### src/rtl/lcd_ctrl.sv
// HD44780-style LCD write sequencer: power-up wait, 4-command init,
// then 17-write frames (line-2 address + 16 chars) on refresh.
module lcd_ctrl #(
  parameter int unsigned T_PWRUP = 750000,
  parameter int unsigned T_EH    = 12,
  parameter int unsigned T_CMD   = 2000,
  parameter int unsigned T_CLR   = 82000
) (
  input  logic       clk,
  input  logic       rst_n,
  input  logic       refresh,
  output logic [1:0] init_set,
  output logic [3:0] mux_sel,
  output logic       data_sel,
  output logic       DB_sel,
  output logic       lcd_e,
  output logic       lcd_rs,
  output logic       lcd_rw,
  output logic       ready
);

  typedef enum logic [1:0] {
    S_PWRUP, S_INIT, S_FRAME, S_IDLE
  } state_t;

  typedef enum logic [1:0] {
    P_SETUP, P_STROBE, P_WAIT
  } phase_t;

  localparam logic [19:0] PWR_M1 = 20'(T_PWRUP - 1);
  localparam logic [19:0] EH_M1  = 20'(T_EH - 1);
  localparam logic [19:0] CMD_M1 = 20'(T_CMD - 1);
  localparam logic [19:0] CLR_M1 = 20'(T_CLR - 1);

  state_t      r_state;
  phase_t      r_ph;
  logic [19:0] r_cnt;
  logic        r_pend;
  logic        r_addr;

  logic [19:0] w_wait;
  logic        w_frame_go;

  // Clear-display (init index 2) needs the long settle time.
  assign w_wait = (r_state == S_INIT && init_set == 2'd2)
                ? CLR_M1 : CMD_M1;
  assign w_frame_go = r_pend | refresh;
  assign lcd_rw = 1'b0;

  always_ff @(posedge clk or negedge rst_n) begin
    if (!rst_n) begin
      r_state  <= S_PWRUP;
      r_ph     <= P_SETUP;
      r_cnt    <= '0;
      r_pend   <= 1'b0;
      r_addr   <= 1'b0;
      lcd_e    <= 1'b0;
      lcd_rs   <= 1'b0;
      init_set <= 2'd0;
      mux_sel  <= 4'd0;
      data_sel <= 1'b0;
      DB_sel   <= 1'b1;
      ready    <= 1'b0;
    end else begin
      if (refresh && r_state != S_IDLE)
        r_pend <= 1'b1;
      unique case (r_state)
        S_PWRUP: begin
          if (r_cnt == PWR_M1) begin
            r_state <= S_INIT;
            r_ph    <= P_SETUP;
            r_cnt   <= '0;
          end else begin
            r_cnt <= r_cnt + 20'd1;
          end
        end
        S_IDLE: begin
          if (refresh) begin
            r_state  <= S_FRAME;
            r_ph     <= P_SETUP;
            r_addr   <= 1'b1;
            DB_sel   <= 1'b0;
            lcd_rs   <= 1'b0;
            data_sel <= 1'b1;
            mux_sel  <= 4'd0;
            ready    <= 1'b0;
          end
        end
        default: begin
          unique case (r_ph)
            P_SETUP: begin
              r_ph  <= P_STROBE;
              r_cnt <= EH_M1;
              lcd_e <= 1'b1;
            end
            P_STROBE: begin
              if (r_cnt != '0) begin
                r_cnt <= r_cnt - 20'd1;
              end else begin
                r_ph  <= P_WAIT;
                r_cnt <= w_wait;
                lcd_e <= 1'b0;
              end
            end
            default: begin
              if (r_cnt != '0) begin
                r_cnt <= r_cnt - 20'd1;
              end else begin
                r_ph <= P_SETUP;
                if (r_state == S_INIT) begin
                  if (init_set == 2'd3) begin
                    r_state  <= S_FRAME;
                    r_addr   <= 1'b1;
                    DB_sel   <= 1'b0;
                    lcd_rs   <= 1'b0;
                    data_sel <= 1'b1;
                    mux_sel  <= 4'd0;
                  end else begin
                    init_set <= init_set + 2'd1;
                  end
                end else if (r_addr) begin
                  r_addr <= 1'b0;
                  DB_sel <= 1'b1;
                  lcd_rs <= 1'b1;
                end else if (mux_sel != 4'd15) begin
                  mux_sel <= mux_sel + 4'd1;
                end else begin
                  // Frame done: a merged request restarts immediately.
                  mux_sel <= 4'd0;
                  r_pend  <= 1'b0;
                  if (w_frame_go) begin
                    r_addr <= 1'b1;
                    DB_sel <= 1'b0;
                    lcd_rs <= 1'b0;
                  end else begin
                    r_state <= S_IDLE;
                    ready   <= 1'b1;
                  end
                end
              end
            end
          endcase
        end
      endcase
    end
  end

endmodule

### config.mk
export PLATFORM = sky130hd
export DESIGN_NAME = lcd_ctrl
export DESIGN_NICKNAME = d
export VERILOG_FILES = /design/src/rtl/lcd_ctrl.sv
export SDC_FILE = /design/constraint.sdc
export NUM_CORES = 1
export LEC_CHECK = 0
export CORE_MARGIN = 2
export CORE_UTILIZATION = 25
export CTS_CLUSTER_DIAMETER = 150
export DETAILED_ROUTE_END_ITERATION = 6
export SLEW_MARGIN = 20
export SYNTH_ARGS = -nofsm -noshare
export SYNTH_HDL_FRONTEND = slang
export SYNTH_SLANG_ARGS = --single-unit
### constraint.sdc
create_clock -name clk -period 5.7 [get_ports clk]
set_input_delay 0.57 -clock clk [delete_from_list [all_inputs] [get_ports clk]]
set_output_delay 0.57 -clock clk [all_outputs]
set_load 0.02 [all_outputs]
==> results of run 1 <==
-- placed cells by master, fill, tap and decap left out, types with 5 or more instances in the layout --
master / count
and3_1: 5
a21o_1: 5
or3_1: 6
ha_1: 10
a31oi_1: 9
a221o_1: 6
a21oi_1: 14
o21ai_0: 24
nand2_1: 19
inv_1: 17
nor3_1: 16
o21ai_1: 5
nand3_1: 14
nor2_1: 29
a22o_1: 7
mux2i_1: 5
clkdlybuf4s50_1: 12
nor4_1: 12
o211ai_1: 6
dfrtp_1: 36
nor2b_1: 6
nand4_1: 9
clkbuf_16: 5
-- logic make-up after synthesis --
group                      count (synthesis)  share of synthesized area, %
AOI/OAI and AO/OA                        124                          27.7
muxes                                      8                          2.62
adders and majority gates                 10                          3.91
buffers and inverters                     51                          6.84
other                                      1                         0.117
xor gates and xnor gates                   6                          1.64
DFF                                       37                          29.0
and+or+nand+nor                          153                          28.2
-- power breakdown --
group	total [mW]	switching, mW	leakage (nW)	internal (mW)
registers	0.263	0.0000000000000000220	0.441	0.263
logic	0.00719	0.00633	0.821	0.000867
clock network	0.288	0.126	0.0631	0.163
total	0.558	0.132	1.32	0.426
-- sequential cells by signal, summed over array words and instances (netlist names) --
name / flops
init_set: 2
lcd_e: 1
r_state: 2
r_cnt: 20
mux_sel: 4
data_sel: 1
r_ph: 2
lcd_rs: 1
r_addr: 1
r_pend: 1
DB_sel: 1
ready: 1
-- metal layers --
layer	part of all wire, %	routed length, um	global-route usage, %
met5	0	0	0
met4	3.3	340	8.55
met3	8.2	842	3.45
met2	45	4600	24.3
met1	44	4480	20.6
-- synthesized netlist by cell type, types with 4 or more instances --
cell,instances,share of area [%]
a22o_1,7,1.9
or3_1,6,1.2
or4_1,4,0.94
dfrtp_1,36,28
ha_1,10,3.9
a21o_1,5,1.2
nor3_1,16,2.5
a21oi_1,14,2.2
nand2_1,19,2.2
clkbuf_1,20,2.3
or4_4,4,1.4
mux2i_1,5,1.6
nand4_1,9,1.8
nor4_1,12,2.3
buf_2,10,1.6
o21ai_0,24,3.8
o21ai_1,6,0.94
or2_2,4,0.78
a221o_1,6,1.9
o211ai_1,6,1.4
and3_1,5,0.98
inv_1,17,2.0
a31oi_1,9,1.8
nand3_1,14,2.2
o31ai_1,4,0.94
nor2_1,29,3.4
a41oi_1,4,1.1
nor2b_1,6,1.2
-- through the flow --
stage	worst slack, ns	hold slack (ns)	instances	utilization, %	area (um^2)
3_3_place_gp	2.49	0.469	543	27.0	3400
2_1_floorplan	3.49	0.274	390	-	3200
4_1_cts	2.54	0.446	551	28.2	3540
5_1_grt	2.23	0.483	551	28.2	3550
6_report	2.43	0.388	551	28.2	3550
3_5_place_dp	2.56	0.474	543	27.0	3400
-- cell type report --
| type | instances | share of cell area, % |
|---|---|---|
| inverter | 18 | 1.91 |
| timing repair buffer | 14 | 3.74 |
| sequential | 37 | 26.1 |
| clock inverter | 2 | 0.423 |
| clock buffer | 6 | 3.63 |
| tap | 172 | 6.07 |
| multi-input combinational | 302 | 58.1 |
-- final timing paths --
check                           end  cells past startpoint     start
setup / recovery           r_cnt[4]                      7  r_cnt[0]
hold / removal             r_cnt[6]                      1     rst_n
setup reg to reg           r_cnt[4]                      7  r_cnt[0]
hold reg to reg            data_sel                      1  data_sel
max in group asynchronous  r_cnt[8]                      1     rst_n
min in group clk           data_sel                      1  data_sel
==> metrics.csv, run 1 <==
metric,value,unit
outcome,"finished, final reports clean",
cts_sinks,37,
crit_chain,inv_1 -> ha_1 -> nor2b_1 -> nand4_1 -> o31ai_1 -> o221ai_1 -> a22o_1,
synth_area,0.00320,mm^2
drc_errors,0,
grt_usage,15.8,%
ctsHtreeMaxLevel,2,
cap_violations,0,
ios,15,
wl_per_cell,18.6,um
crit_fanout,13,
crit_type,reg -> reg,
yosysWarningCount,0,
ys_ff_latch,37,
synth_nets,403,
core_area,0.0126,mm^2
cts.repair.resized,0,
rsz0062_at_grt,false,
routed-via-count,3258,
startpoint_type,register,
place.port_buffers,13,
dp.final_hpwl,7140,um
cts_buffers,5,
p_leak,1.32,nW
vdd_drop_max,85.4,uV
post-cts-setup-buffers,0,
dieArea,0.0137,mm^2
insertion_delay,0.30,ns
power_density,157,mW/mm^2
first_iter_violations,447,
cts-hold-fix-buffers,0,
area_delta_synth_final,10.7,%
fill_cells,1356,
fmax,306,MHz
fin_setup_tns,0,ns
fp.dieH,117,um
gp_congestion,0.978,
clkTransAtPathRegs,0.07,ns
setup_viol,0,
crit_path_end_kind,register,
slew_headroom,26.5,%
cp_slowest_cell,o31ai_1,
cp_data_required_time,5.89,ns
synth_edf_count,0,
synth_cell_types,72,
cts_tree,done,
drv_slew,0,
ys.flop_type,dfrtp_1,
clock_path_buffers,2,
overflow,0,
r2r_slack,2.43,ns
async_flop_share,100,%
critPathTopFamily,compound AO/OA/AOI/OAI gates,
viasPerCell,5.91,
drtPass1Iterations,6,
grt_max_degree,38,
crit_arrival,3.46,ns
hold_class,in -> async,
period_minus_slack,3.27,ns
layout-drive-gt1-share,8.44,%
synth-seq-area-share,29.0,%
hold_violations,0,
ant_nets,0,
fin_skew,0.00978,ns
worst_pin_slew,1.09,ns
nets,391,
num_rows,41,
n_antenna_cell,0,
critPathMaxStageDelay,1.09,ns
power,0.558,mW
seqCellArea,927,um^2
cts-root-buf,clkbuf_16,
finalCritPeriodShare,57.4,%
avgSynthCellArea,8.21,um^2
initial_core_util,25.5,%
die_x,117,um
critPathBufInv,1,
grt_pass1_wl,16600,um
syn_inst,390,
drt_wl_total,10300,um
grt_pass1_vias,3178,
antenna_found_initial,0,
multi_input_area,0.00206,mm^2
Note: power is estimated with default switching activity, not from simulation.
==> inputs of run 2 (changes only) <==
- clock period: 5.7 -> 2.71 ns (I/O delays scaled with it)
==> run 2 against run 1 <==
Net effect: worst setup slack got worse by 2.3 ns; clock skew fell by 0.0056 ns; flip-flop and latch count did not move; core utilization rose by 2.4 points; first-iteration DRC count fell by 30%; combinational power rose by 110%; highest routed layer unchanged.
==> metrics.csv, run 2 (synthesis results as in run 1) <==
metric,value,unit,change
insertion_delay,0.29,ns,was 0.30 ns
dieArea,0.0137,mm^2,unchanged
worst_slack,0.127,ns,was 2.43 ns
clock_path_buffers,2,,unchanged
die_x,117,um,unchanged
hold_class,in -> async,,unchanged
crit_path_end_kind,register,,unchanged
routed-via-count,3322,,"was 3,258"
drc_errors,0,,unchanged
multi_input_area,0.00206,mm^2,about the same
fill_cells,1312,,"was 1,356"
combPwrFrac,1.2,%,was 1.3%
grt_usage,16.7,%,was 15.8%
num_rows,41,,unchanged
cts_buffers,5,,unchanged
grt_max_degree,38,,unchanged
clkTransAtPathRegs,0.06,ns,was 0.07 ns
vdd_drop_max,194,uV,was 85.4 uV
slew_headroom,40.6,%,was 26.5%
overflow,0,,unchanged
outcome,"finished, final reports clean",,unchanged
pwr-share-seq,44.6,%,was 47.0%
area_delta_synth_final,20.4,%,was 10.7%
ant_nets,0,,unchanged
wl_per_cell,18.2,um,was 18.6 um
cp_data_required_time,2.89,ns,was 5.89 ns
initial_core_util,25.5,%,unchanged
power_density,322,mW/mm^2,was 157 mW/mm^2
internal-power,0.988,mW,was 0.426 mW
p_sw,0.252,mW,was 0.132 mW
antenna_found_initial,0,,unchanged
r2r_slack,0.13,ns,was 2.43 ns
nets,429,,was 391
fmax,387,MHz,was 306 MHz
ios,15,,unchanged
clkPwrFrac,54.2,%,was 51.7%
grt_pass1_wl,17500,um,"was 16,600 um"
startpoint_type,register,,unchanged
core_area,0.0126,mm^2,unchanged
fp.dieH,117,um,unchanged
place.port_buffers,13,,unchanged
gp_congestion,0.986,,was 0.978
crit_arrival,2.76,ns,was 3.46 ns
worst_pin_slew,0.891,ns,was 1.09 ns
n_antenna_cell,0,,unchanged
top_regs,"r_cnt: 20 flops, mux_sel: 4 flops",,unchanged
rsz0062_at_grt,true,,was false
finalCritPeriodShare,95.3,%,was 57.4%
dp.final_hpwl,7910,um,was 7140 um
top_register,r_cnt,,unchanged
largest_reg_flops,20,,unchanged
layout-drive-gt1-share,16.8,%,was 8.44%
fin_util,30.7,%,was 28.2%
pre_cts_ws,0.133,ns,was 2.56 ns
cts_tree,done,,unchanged
power_switching_share,20.3,%,was 23.7%
seqCellArea,927,um^2,unchanged
cap_violations,0,,unchanged
crit_fanout,12,,was 13
cts-root-buf,clkbuf_16,,unchanged
crit_type,reg -> reg,,unchanged
drt_wl_total,10700,um,"was 10,300 um"
cts_sinks,37,,unchanged
hold_violations,0,,unchanged
ctsHtreeMaxLevel,2,,unchanged
setup_viol,0,,unchanged
final_cell_mix,"buf_4 (39), dfrtp_1 (36), nor2_1 (29), o21ai_0 (24), nand2_1 (19)",,"was dfrtp_1 (36), nor2_1 (29), o21ai_0 (24), nand2_1 (19), inv_1 (17)"
viasPerCell,5.64,,was 5.91
grt_pass1_vias,3205,,"was 3,178"
p_leak,1.53,nW,was 1.32 nW
final_common_cell,buf_4,,was dfrtp_1
drv_slew,0,,unchanged
drtPass1Iterations,6,,unchanged
first_iter_violations,311,,was 447
period_minus_slack,2.58,ns,was 3.27 ns
fin_skew,0.00419,ns,was 0.00978 ns
[run 2: changes by cell type in the layout (fill, tap and decap cells not counted), sizes merged]
cell,before,now
buf,2,40
bufinv,0,1
clkinvlp,2,0
clkinv,1,2
[run 2: layout make-up]
cell class / count / area share (%)
clock buffers: 6 / 3.34
clock inverters: 2 / 0.909
inverters: 18 / 1.75
multi-input cells: 302 / 53.5
flip-flops and latches: 37 / 24.1
well taps: 172 / 5.58
repair buffers: 52 / 10.8
[run 2: power by group through the flow]
stage               sequential [mW]  clock (mW)  combinational [mW]
floorplan                     0.563           0             0.00234
global placement              0.563           0              0.0161
detailed placement            0.563           0              0.0166
CTS                           0.552       0.692              0.0163
global route                  0.552       0.711              0.0184
finish                        0.553       0.671              0.0152
[run 2: final timing paths]
path | startpoint | to | cells after the start
hold / removal | rst_n | r_cnt[5] | 1
min in group clk | data_sel | data_sel | 1
setup / recovery | r_cnt[0] | r_cnt[19] | 8
hold reg to reg | data_sel | data_sel | 1
max in group asynchronous | rst_n | r_ph[1] | 1
setup reg to reg | r_cnt[0] | r_cnt[19] | 8
[run 2: stage by stage]
step | hold slack, ns | power (mW) | setup TNS (ns) | std cells | area [um^2]
after global routing | 0.191 | 1.28 | -0.0649 | 589 | 3850
after floorplan | -0.0246 | 0.565 | 0 | 390 | 3200
after detailed placement | 0.456 | 0.579 | 0 | 581 | 3680
after global placement | 0.443 | 0.579 | 0 | 581 | 3680
after CTS | 0.144 | 1.26 | 0 | 589 | 3850
final | 0.107 | 1.24 | 0 | 589 | 3850
[run 2: routing by layer]
layer | wire length (um) | track usage (%) | share of wire, % | vias up
li1 | - | - | - | 1551
met1 | 4850 | 23.5 | 45 | 1605
met2 | 4820 | 25.4 | 45 | 144
met3 | 825 | 3.50 | 7.7 | 22
met4 | 240 | 5.96 | 2.2 | 0
met5 | 0 | 0 | 0 | -
[run 2: worst max-delay path, stage by stage (launching register included)]
cell and delay, ns:
dfrtp_1 0.43, inv_1 0.15, ha_1 0.19, nor2b_1 0.19, nand4_1 0.28, o31ai_4 0.64, buf_4 0.25, nor2_1 0.04
a211o_1 0.29
[run 2: timing repair]
| action | in CTS | in global routing |
|---|---|---|
| hold buffers | 0 | 0 |
| endpoints found under the setup margin | 0 | 6 |
| buffers inserted | 0 | 0 |
| resized for setup | 0 | 1 |
==> inputs of run 3 (changes only) <==
- DONT_BUFFER_PORTS: default -> 1
==> run 3 against run 2 <==
Net effect: die area stayed put; cell count is 4.2% lower; sequential power hardly changed; fmax is 1.1% higher; non-clock buffer count is 25 lower; register-to-register slack better by 0.03 ns; worst setup slack better by 0.028 ns; critical path depth is 3 lower; clock skew is 0.0019 ns higher; critical endpoint is now r_cnt[15].
==> metrics.csv, run 3 (synthesis results as in run 1) <==
metric,value,unit,change
outcome,"finished, final reports clean",,unchanged
hold_class,in -> reg,,was in -> async
period_minus_slack,2.55,ns,was 2.58 ns
top_register,r_cnt,,unchanged
fmax,391,MHz,was 387 MHz
ant_nets,0,,unchanged
cts_tree,done,,unchanged
gp_congestion,1.06,,was 0.986
cts_buffers,5,,unchanged
cts-root-buf,clkbuf_16,,unchanged
fp.dieH,117,um,unchanged
hold_depth,2,,
grt_pass1_wl,17000,um,"was 17,500 um"
clkTransAtPathRegs,0.06,ns,about the same
post-cts-setup-buffers,0,,unchanged
setup_viol,0,,unchanged
fin_skew,0.00606,ns,was 0.00419 ns
clock_path_buffers,2,,unchanged
insertion_delay,0.29,ns,about the same
cts-hold-fix-buffers,2,,was 0
worst_slack,0.155,ns,was 0.127 ns
cts_sinks,37,,unchanged
final_common_cell,dfrtp_1,,was buf_4
drt_wl_total,10600,um,"was 10,700 um"
ctsHtreeMaxLevel,2,,unchanged
initial_core_util,25.5,%,unchanged
rsz0062_at_grt,false,,was true
die_x,117,um,unchanged
crit_arrival,2.73,ns,was 2.76 ns
place.port_buffers,0,,was 13
p_leak,1.41,nW,was 1.53 nW
drc_errors,0,,unchanged
vdd_drop_max,177,uV,was 194 uV
cts.repair.resized,0,,unchanged
drv_slew,0,,unchanged
antenna_found_initial,0,,unchanged
top_regs,"r_cnt: 20 flops, mux_sel: 4 flops",,unchanged
num_rows,41,,unchanged
power,1.16,mW,was 1.24 mW
area_delta_synth_final,13.3,%,was 20.4%
dp_cells,554,,was 581
grt_usage,16.3,%,was 16.7%
crit_path_end_kind,register,,unchanged
crit_fanout,9,,was 12
crit_type,reg -> reg,,unchanged
nets,404,,was 429
final_cell_mix,"dfrtp_1 (36), nor2_1 (29), buf_4 (25), o21ai_0 (24), nand2_1 (19)",,"was buf_4 (39), dfrtp_1 (36), nor2_1 (29), o21ai_0 (24), nand2_1 (19)"
first_iter_violations,406,,was 311
fin_setup_tns,0,ns,unchanged
n_antenna_cell,0,,unchanged
instances_no_fill,564,,was 589
largest_reg_flops,20,,unchanged
fill_cells,1354,,"was 1,312"
ios,15,,unchanged
viasPerCell,5.73,,was 5.64
finalCritPeriodShare,94.3,%,was 95.3%
grt_max_degree,38,,unchanged
hold_violations,0,,unchanged
pre_cts_ws,0.231,ns,was 0.133 ns
dp.final_hpwl,7730,um,was 7910 um
drtPass1Iterations,6,,unchanged
cp_data_required_time,2.88,ns,was 2.89 ns
worst_pin_slew,0.568,ns,was 0.891 ns
routed-via-count,3232,,"was 3,322"
grt_pass1_vias,3006,,"was 3,205"
power_density,319,mW/mm^2,was 322 mW/mm^2
startpoint_type,register,,unchanged
dieArea,0.0137,mm^2,unchanged
r2r_cells,5,,was 8
core_area,0.0126,mm^2,unchanged
slew_headroom,61.8,%,was 40.6%
cap_violations,0,,unchanged
layout-drive-gt1-share,14.0,%,was 16.8%
wl_per_cell,18.8,um,was 18.2 um
overflow,0,,unchanged
## run 3: metal layers
metal | up-vias | global-route usage [%] | wire (um)
met1 | 1574 | 22.7 | 4740
met3 | 27 | 3.86 | 860
li1 | 1503 | - | -
met2 | 128 | 24.7 | 4740
met4 | 0 | 5.65 | 282
met5 | - | 0 | 0
## run 3: area by class of cell
type	count	area, um^2	share of cell area [%]
tap	172	215	5.93
inverter	18	67.6	1.86
sequential	37	927	25.6
timing repair buffer	27	218	6.00
clock buffer	6	129	3.55
multi-input combinational	302	2060	56.7
clock inverter	2	15.0	0.414
## run 3: through the flow
step | util [%] | hold slack [ns] | instance area, um^2
2_1_floorplan | - | -0.0246 | 3200
3_3_place_gp | 27.5 | -0.0231 | 3450
3_5_place_dp | 27.5 | -0.0230 | 3450
4_1_cts | 28.9 | 0.184 | 3630
5_1_grt | 28.9 | 0.201 | 3630
6_report | 28.9 | 0.195 | 3630
## run 3: path summary, 6_finish.rpt
| path | slack [ns] | from | to |
|---|---|---|---|
| setup reg to reg | 0.16 | r_cnt[13] | r_cnt[15] |
| hold / removal | 0.20 | refresh | r_pend |
| min in group asynchronous | 0.44 | rst_n | r_cnt[2] |
| setup / recovery | 0.16 | r_cnt[13] | r_cnt[15] |
| hold reg to reg | 0.57 | DB_sel | DB_sel |
| max in group asynchronous | 1.99 | rst_n | DB_sel |
## run 3: worst max-delay path: stages (launching register included)
cell	delay, ns
dfrtp_1	0.49
nor4_2	0.55
nand2_1	0.32
o31a_1	0.47
a221o_1	0.36
a22o_1	0.24
## run 3: power breakdown
part	total [mW]	internal (mW)	switching (mW)
combinational	0.0173	0.00400	0.0133
sequential	0.553	0.553	0.0000000000000000477
clock	0.586	0.341	0.245
total	1.16	0.898	0.258
